<file path="src/rtl/fetch_sequencer_if.sv">
// Fetch-side bundle: redirect inputs, instruction-memory port and the IF/ID presentation.
// The master modport is the sequencer's view; the slave modport is its environment's view.
interface fetch_sequencer_if;
   logic        stall_i;
   logic        exc_valid;
   logic        eret_valid;
   logic [31:0] eret_target;
   logic        branch_valid;
   logic [31:0] branch_target;

   logic        imem_req;
   logic [31:0] imem_addr;
   logic        imem_gnt;
   logic        imem_rvalid;
   logic [31:0] imem_rdata;

   logic        if_valid;
   logic [31:0] if_pc;
   logic [31:0] if_inst;
   logic        if_addr_err;

   modport master (
      input  stall_i, exc_valid, eret_valid, eret_target, branch_valid, branch_target,
      input  imem_gnt, imem_rvalid, imem_rdata,
      output imem_req, imem_addr,
      output if_valid, if_pc, if_inst, if_addr_err
   );

   modport slave (
      output stall_i, exc_valid, eret_valid, eret_target, branch_valid, branch_target,
      output imem_gnt, imem_rvalid, imem_rdata,
      input  imem_req, imem_addr,
      input  if_valid, if_pc, if_inst, if_addr_err
   );
endinterface

</file>
<file path="src/rtl/fetch_sequencer.sv">
// Owns the fetch PC, arbitrates redirects (exc > eret > branch > pc+4) and runs a
// single-outstanding req/gnt/rvalid fetch, presenting one instruction at a time to IF/ID.
module fetch_sequencer #(
   parameter logic [31:0] RESET_PC   = 32'h0000_0000,
   parameter logic [31:0] EXC_VECTOR = 32'h0000_0380
) (
   input  logic                clk,
   input  logic                rst,
   fetch_sequencer_if.master   bus
);

   typedef enum logic [2:0] {IDLE, REQ, WAIT, DROP, HOLD} state_t;

   state_t      state;
   logic [31:0] pc;

   logic        redirect;
   logic [31:0] tgt;
   logic [31:0] stay_pc;
   logic [31:0] next_pc;

   assign redirect = bus.exc_valid | bus.eret_valid | bus.branch_valid;
   assign tgt      = bus.exc_valid  ? EXC_VECTOR      :
                     bus.eret_valid ? bus.eret_target : bus.branch_target;
   // Where to fetch if we remain on the current PC unless redirected.
   assign stay_pc  = redirect ? tgt : pc;
   // Where to fetch after the presented instruction leaves HOLD.
   assign next_pc  = redirect ? tgt : bus.if_pc + 32'd4;

   always_ff @(posedge clk) begin
      if (rst) begin
         state           <= IDLE;
         pc              <= RESET_PC;
         bus.imem_req    <= 1'b0;
         bus.imem_addr   <= 32'd0;
         bus.if_valid    <= 1'b0;
         bus.if_addr_err <= 1'b0;
         bus.if_pc       <= 32'd0;
         bus.if_inst     <= 32'd0;
      end else begin
         // Request is only ever re-armed by transitions that land in REQ.
         bus.imem_req <= 1'b0;
         case (state)
            IDLE: begin
               state         <= REQ;
               pc            <= stay_pc;
               bus.imem_addr <= stay_pc;
               bus.imem_req  <= ~|stay_pc[1:0];
            end
            REQ: begin
               if (pc[1:0] != 2'b00 && !redirect) begin
                  // Misaligned PC never reaches memory; present it as an address error.
                  state           <= HOLD;
                  bus.if_valid    <= 1'b1;
                  bus.if_addr_err <= 1'b1;
                  bus.if_pc       <= pc;
                  bus.if_inst     <= 32'd0;
               end else if (bus.imem_req && bus.imem_gnt) begin
                  if (redirect) begin
                     state <= DROP;
                     pc    <= tgt;
                  end else begin
                     state <= WAIT;
                  end
               end else begin
                  pc            <= stay_pc;
                  bus.imem_addr <= stay_pc;
                  bus.imem_req  <= ~|stay_pc[1:0];
               end
            end
            WAIT: begin
               if (bus.imem_rvalid) begin
                  if (redirect) begin
                     state         <= REQ;
                     pc            <= tgt;
                     bus.imem_addr <= tgt;
                     bus.imem_req  <= ~|tgt[1:0];
                  end else begin
                     state           <= HOLD;
                     bus.if_valid    <= 1'b1;
                     bus.if_addr_err <= 1'b0;
                     bus.if_pc       <= pc;
                     bus.if_inst     <= bus.imem_rdata;
                  end
               end else if (redirect) begin
                  state <= DROP;
                  pc    <= tgt;
               end
            end
            DROP: begin
               // Outstanding response is swallowed; redirects keep steering pc meanwhile.
               pc <= stay_pc;
               if (bus.imem_rvalid) begin
                  state         <= REQ;
                  bus.imem_addr <= stay_pc;
                  bus.imem_req  <= ~|stay_pc[1:0];
               end
            end
            HOLD: begin
               if (redirect || !bus.stall_i) begin
                  state           <= REQ;
                  pc              <= next_pc;
                  bus.imem_addr   <= next_pc;
                  bus.imem_req    <= ~|next_pc[1:0];
                  bus.if_valid    <= 1'b0;
                  bus.if_addr_err <= 1'b0;
               end
            end
            default: state <= IDLE;
         endcase
      end
   end

endmodule
</file>
<file path="src/flat_wrapper.sv">
// flat-port wrapper written by rule: the top's interface ports become plain ports
module fetch_sequencer_flat 
#(
   parameter logic [31:0] RESET_PC   = 32'h0000_0000,
   parameter logic [31:0] EXC_VECTOR = 32'h0000_0380
)
  (clk, rst, bus_stall_i, bus_exc_valid, bus_eret_valid, bus_eret_target, bus_branch_valid, bus_branch_target, bus_imem_gnt, bus_imem_rvalid, bus_imem_rdata, bus_imem_req, bus_imem_addr, bus_if_valid, bus_if_pc, bus_if_inst, bus_if_addr_err);
  fetch_sequencer_if bus_i ();
  input  logic clk;
  input  logic rst;
  input wire logic [$bits(bus_i.stall_i)-1:0] bus_stall_i;
  input wire logic [$bits(bus_i.exc_valid)-1:0] bus_exc_valid;
  input wire logic [$bits(bus_i.eret_valid)-1:0] bus_eret_valid;
  input wire logic [$bits(bus_i.eret_target)-1:0] bus_eret_target;
  input wire logic [$bits(bus_i.branch_valid)-1:0] bus_branch_valid;
  input wire logic [$bits(bus_i.branch_target)-1:0] bus_branch_target;
  input wire logic [$bits(bus_i.imem_gnt)-1:0] bus_imem_gnt;
  input wire logic [$bits(bus_i.imem_rvalid)-1:0] bus_imem_rvalid;
  input wire logic [$bits(bus_i.imem_rdata)-1:0] bus_imem_rdata;
  output wire logic [$bits(bus_i.imem_req)-1:0] bus_imem_req;
  output wire logic [$bits(bus_i.imem_addr)-1:0] bus_imem_addr;
  output wire logic [$bits(bus_i.if_valid)-1:0] bus_if_valid;
  output wire logic [$bits(bus_i.if_pc)-1:0] bus_if_pc;
  output wire logic [$bits(bus_i.if_inst)-1:0] bus_if_inst;
  output wire logic [$bits(bus_i.if_addr_err)-1:0] bus_if_addr_err;
  assign bus_i.stall_i = bus_stall_i;
  assign bus_i.exc_valid = bus_exc_valid;
  assign bus_i.eret_valid = bus_eret_valid;
  assign bus_i.eret_target = bus_eret_target;
  assign bus_i.branch_valid = bus_branch_valid;
  assign bus_i.branch_target = bus_branch_target;
  assign bus_i.imem_gnt = bus_imem_gnt;
  assign bus_i.imem_rvalid = bus_imem_rvalid;
  assign bus_i.imem_rdata = bus_imem_rdata;
  assign bus_imem_req = bus_i.imem_req;
  assign bus_imem_addr = bus_i.imem_addr;
  assign bus_if_valid = bus_i.if_valid;
  assign bus_if_pc = bus_i.if_pc;
  assign bus_if_inst = bus_i.if_inst;
  assign bus_if_addr_err = bus_i.if_addr_err;
  fetch_sequencer #(.RESET_PC(RESET_PC), .EXC_VECTOR(EXC_VECTOR)) u_core (.clk(clk), .rst(rst), .bus(bus_i));
endmodule
</file>
<file path="config.mk">
export PLATFORM = sky130hd
export DESIGN_NAME = fetch_sequencer_flat
export DESIGN_NICKNAME = d
export VERILOG_FILES = /design/src/rtl/fetch_sequencer_if.sv /design/src/rtl/fetch_sequencer.sv /design/src/flat_wrapper.sv
export SDC_FILE = /design/constraint.sdc
export NUM_CORES = 1
export LEC_CHECK = 0
export CORE_ASPECT_RATIO = 0.6
export CORE_MARGIN = 3
export CORE_UTILIZATION = 50
export CTS_BUF_LIST = sky130_fd_sc_hd__clkbuf_16
export CTS_CLUSTER_SIZE = 10
export DETAILED_ROUTE_END_ITERATION = 10
export GPL_ROUTABILITY_DRIVEN = 0
export PLACE_DENSITY = 0.87
export SYNTH_ARGS = -nofsm -noshare
export SYNTH_HDL_FRONTEND = slang
export SYNTH_SLANG_ARGS = --single-unit
</file>
<file path="constraint.sdc">
create_clock -name clk -period 4.6 [get_ports clk]
set_input_delay 0.69 -clock clk [delete_from_list [all_inputs] [get_ports clk]]
set_output_delay 0.69 -clock clk [all_outputs]
set_load 0.005 [all_outputs]
</file>
==> reports/metrics.yaml <==
r2r_start: "u_core.state[2]"
critPathLaunch: "bus_branch_valid"
avgSynthCellArea_um2: 7.56
syn-num-nets: 1041
die-area_um2: 15700
fin_hold_ws_ns: 0.461
grt_pass1_vias: 7635
clock.fmax_mhz: 303
cts_tree: "built"
synth-edff-count: 0
io_pins: 203
nNetsFinal: 1204
grt_pass1_wl_um: 40200
seq_area_um2: 2680
crit_fanout: 24
hold_start: "u_core.bus.if_addr_err"
firstDrtPassIters: 6
design_area_um2: 9820
slew_headroom_pct: 33.9
syn-cell-area_um2: 7070
cts_hold_buf: 0
fill_cells: 981
clk_path_buf_depth: 2
critical_path_class: "input port to flip-flop"
initial_utilization_pct: 53.1
rsz0062_at_grt: "false"
numCtsBuffers: 17
clockRootBuffer: "clkbuf_16"
ys_dominant_reg_cell: "dfxtp_1"
placed_cell_area_um2: 9220
path_clk_slew_ns: 0.06
endpoint_kind: "flip-flop"
synth_cells: 936
wire_per_inst_um: 19.9
slew_violations: 0
skew_ns: 0.00947
final-setup-viol-count: 0
p_leak_uw: 0.00350
initialDrtViolationCount: 1200
clock_sinks: 134
worst_pin_slew_ns: 0.991
status: "completed"
synth.largest_area_cell: "dfxtp_1"
synth_area_leaders: "dfxtp_1 38%, a21oi_1 7.4%, nand2_1 6.5%, nor2_1 5.6%, o21ai_0 4.8%"
grt.total_usage_pct: 31.7
clock_latency_ns: 0.42
grt-ovfl-total: 0
grt_antenna_before_repair: 0
ys_seq_area_share_pct: 37.9
multi_input_area_um2: 4070
cts_resized: 0
avgViaCountPerCell: 6.31
startpoint_type: "input port"
coreArea_um2: 13300
crit_required_ns: 4.94
wl_um: 25800
ir_worst_vdd_mv: 0.288
yosysTopAreaCellShare_pct: 37.9
hold_violations: 0
synth-seq-cells: 134
post_cts_buffers: 0
tns_ns: 0
numPortBuffers: 202
dp_hpwl_um: 17200
yosysUniqueCellTypes: 61
ant_nets: 0
diodes: 0
syn_to_final_growth_pct: 38.9
vias: 8191
die_w_um: 160
grt_max_degree: 78
hold_class: "flip-flop to flip-flop"
ys_warn_count: 0
synth-async-reset-ratio_pct: 0
cap_violations: 0
dieHeight_um: 98.1
num_rows: 32
final.min_clock_period_ns: 3.30
worstPathArrival_ns: 3.64
drc: 0
finalCritPeriodShare_pct: 71.7
drive_above_1_share_pct: 7.19
htree_num_levels: 4
power_density_nw_per_um2: 332
power by group:
group	total [µW]	internal (µW)	switching (µW)
combinational	571	282	289
clock	1400	855	547
sequential	1290	1230	60.1
per-stage QoR:
step | util (%) | total power, µW | std cells | setup WS (ns)
floorplan | - | 1570 | 936 | 2.16
detailed placement | 69.1 | 1860 | 1267 | 0.991
global placement | 69.1 | 1850 | 1267 | 1.11
global route | 73.7 | 3360 | 1299 | 1.16
CTS | 73.7 | 3240 | 1299 | 1.36
finish | 73.7 | 3260 | 1299 | 1.30
worst max-delay path, cell delays in order:
cell and delay (ns):
clkdlybuf4s50_1 0.40, buf_4 0.20, or3_1 0.49, buf_4 0.27
nor2_1 0.15, o211a_1 0.72, a2111oi_0 0.18, or3_1 0.36
a31oi_1 0.17
layout by cell type, fill, tap and decap left out, types with 7 or more instances in the layout:
| cell type | instances |
|---|---|
| a211oi_1 | 19 |
| a21oi_1 | 104 |
| a22oi_1 | 37 |
| a311oi_1 | 8 |
| a31oi_1 | 14 |
| buf_4 | 21 |
| clkbuf_16 | 17 |
| clkdlybuf4s50_1 | 199 |
| dfxtp_1 | 134 |
| inv_1 | 9 |
| mux2i_1 | 27 |
| nand2_1 | 123 |
| nand2b_1 | 8 |
| nand3_1 | 25 |
| nor2_1 | 106 |
| nor3_1 | 28 |
| o211ai_1 | 7 |
| o21ai_0 | 67 |
| o22ai_1 | 11 |
| or3_1 | 7 |
| xnor2_1 | 13 |
| xor2_1 | 8 |
state kept, by name, indices dropped and copies added (netlist names):
name,flops
u_core.bus.if_addr_err,1
u_core.bus.if_inst,32
u_core.bus.if_pc,32
u_core.bus.if_valid,1
u_core.bus.imem_addr,32
u_core.bus.imem_req,1
u_core.pc,32
u_core.state,3
cell usage after synthesis, types with 7 or more instances:
master,instances
inv_1,9
a211oi_1,19
clkbuf_1,61
nor2_1,106
nand2b_1,8
nand2_1,123
o22ai_1,11
dfxtp_1,134
xnor2_1,13
o21ai_0,68
o211ai_1,7
mux2i_1,27
a31oi_1,14
a22oi_1,37
nand3_1,25
or3_1,7
buf_1,12
nor3_1,29
a21oi_1,105
a311oi_1,8
xor2_1,8
final timing paths:
check	end	slack (ns)	depth (start not counted)
setup / recovery	u_core.bus.imem_addr[30]	1.30	9
hold / removal	u_core.bus.if_addr_err	0.46	2
setup reg to reg	u_core.bus.imem_addr[30]	1.61	7
hold reg to reg	u_core.bus.if_addr_err	0.46	2
routing by layer:
| metal | track usage (%) | part of all wire [%] | vias up |
|---|---|---|---|
| li1 | - | - | 3720 |
| met1 | 43.8 | 41 | 3738 |
| met2 | 46.5 | 42 | 655 |
| met3 | 10.3 | 14 | 78 |
| met4 | 11.0 | 2.5 | 0 |
| met5 | 0 | 0 | - |
final cells by class:
cell class	instances	share of cell area [%]
timing repair buffer	224	22.4
multi-input combinational	713	41.4
clock inverter	15	1.83
tap	187	2.38
sequential	134	27.3
inverter	9	0.344
clock buffer	17	4.33
kinds of logic (layout without fill, tap and decap cells):
family | count (synthesis) | after routing | share of synthesized area (%)
flip-flops | 134 | 134 | 37.9
buffers and inverters | 89 | 265 | 4.88
multiplexers | 29 | 29 | 4.14
XOR/XNOR | 21 | 21 | 2.60
AO/OA/AOI/OAI | 317 | 317 | 28.0
adder cells (fa/ha/maj) | 1 | 1 | 0.177
AND/OR/NAND/NOR | 345 | 345 | 22.3
(Power assumes the default switching activity.)
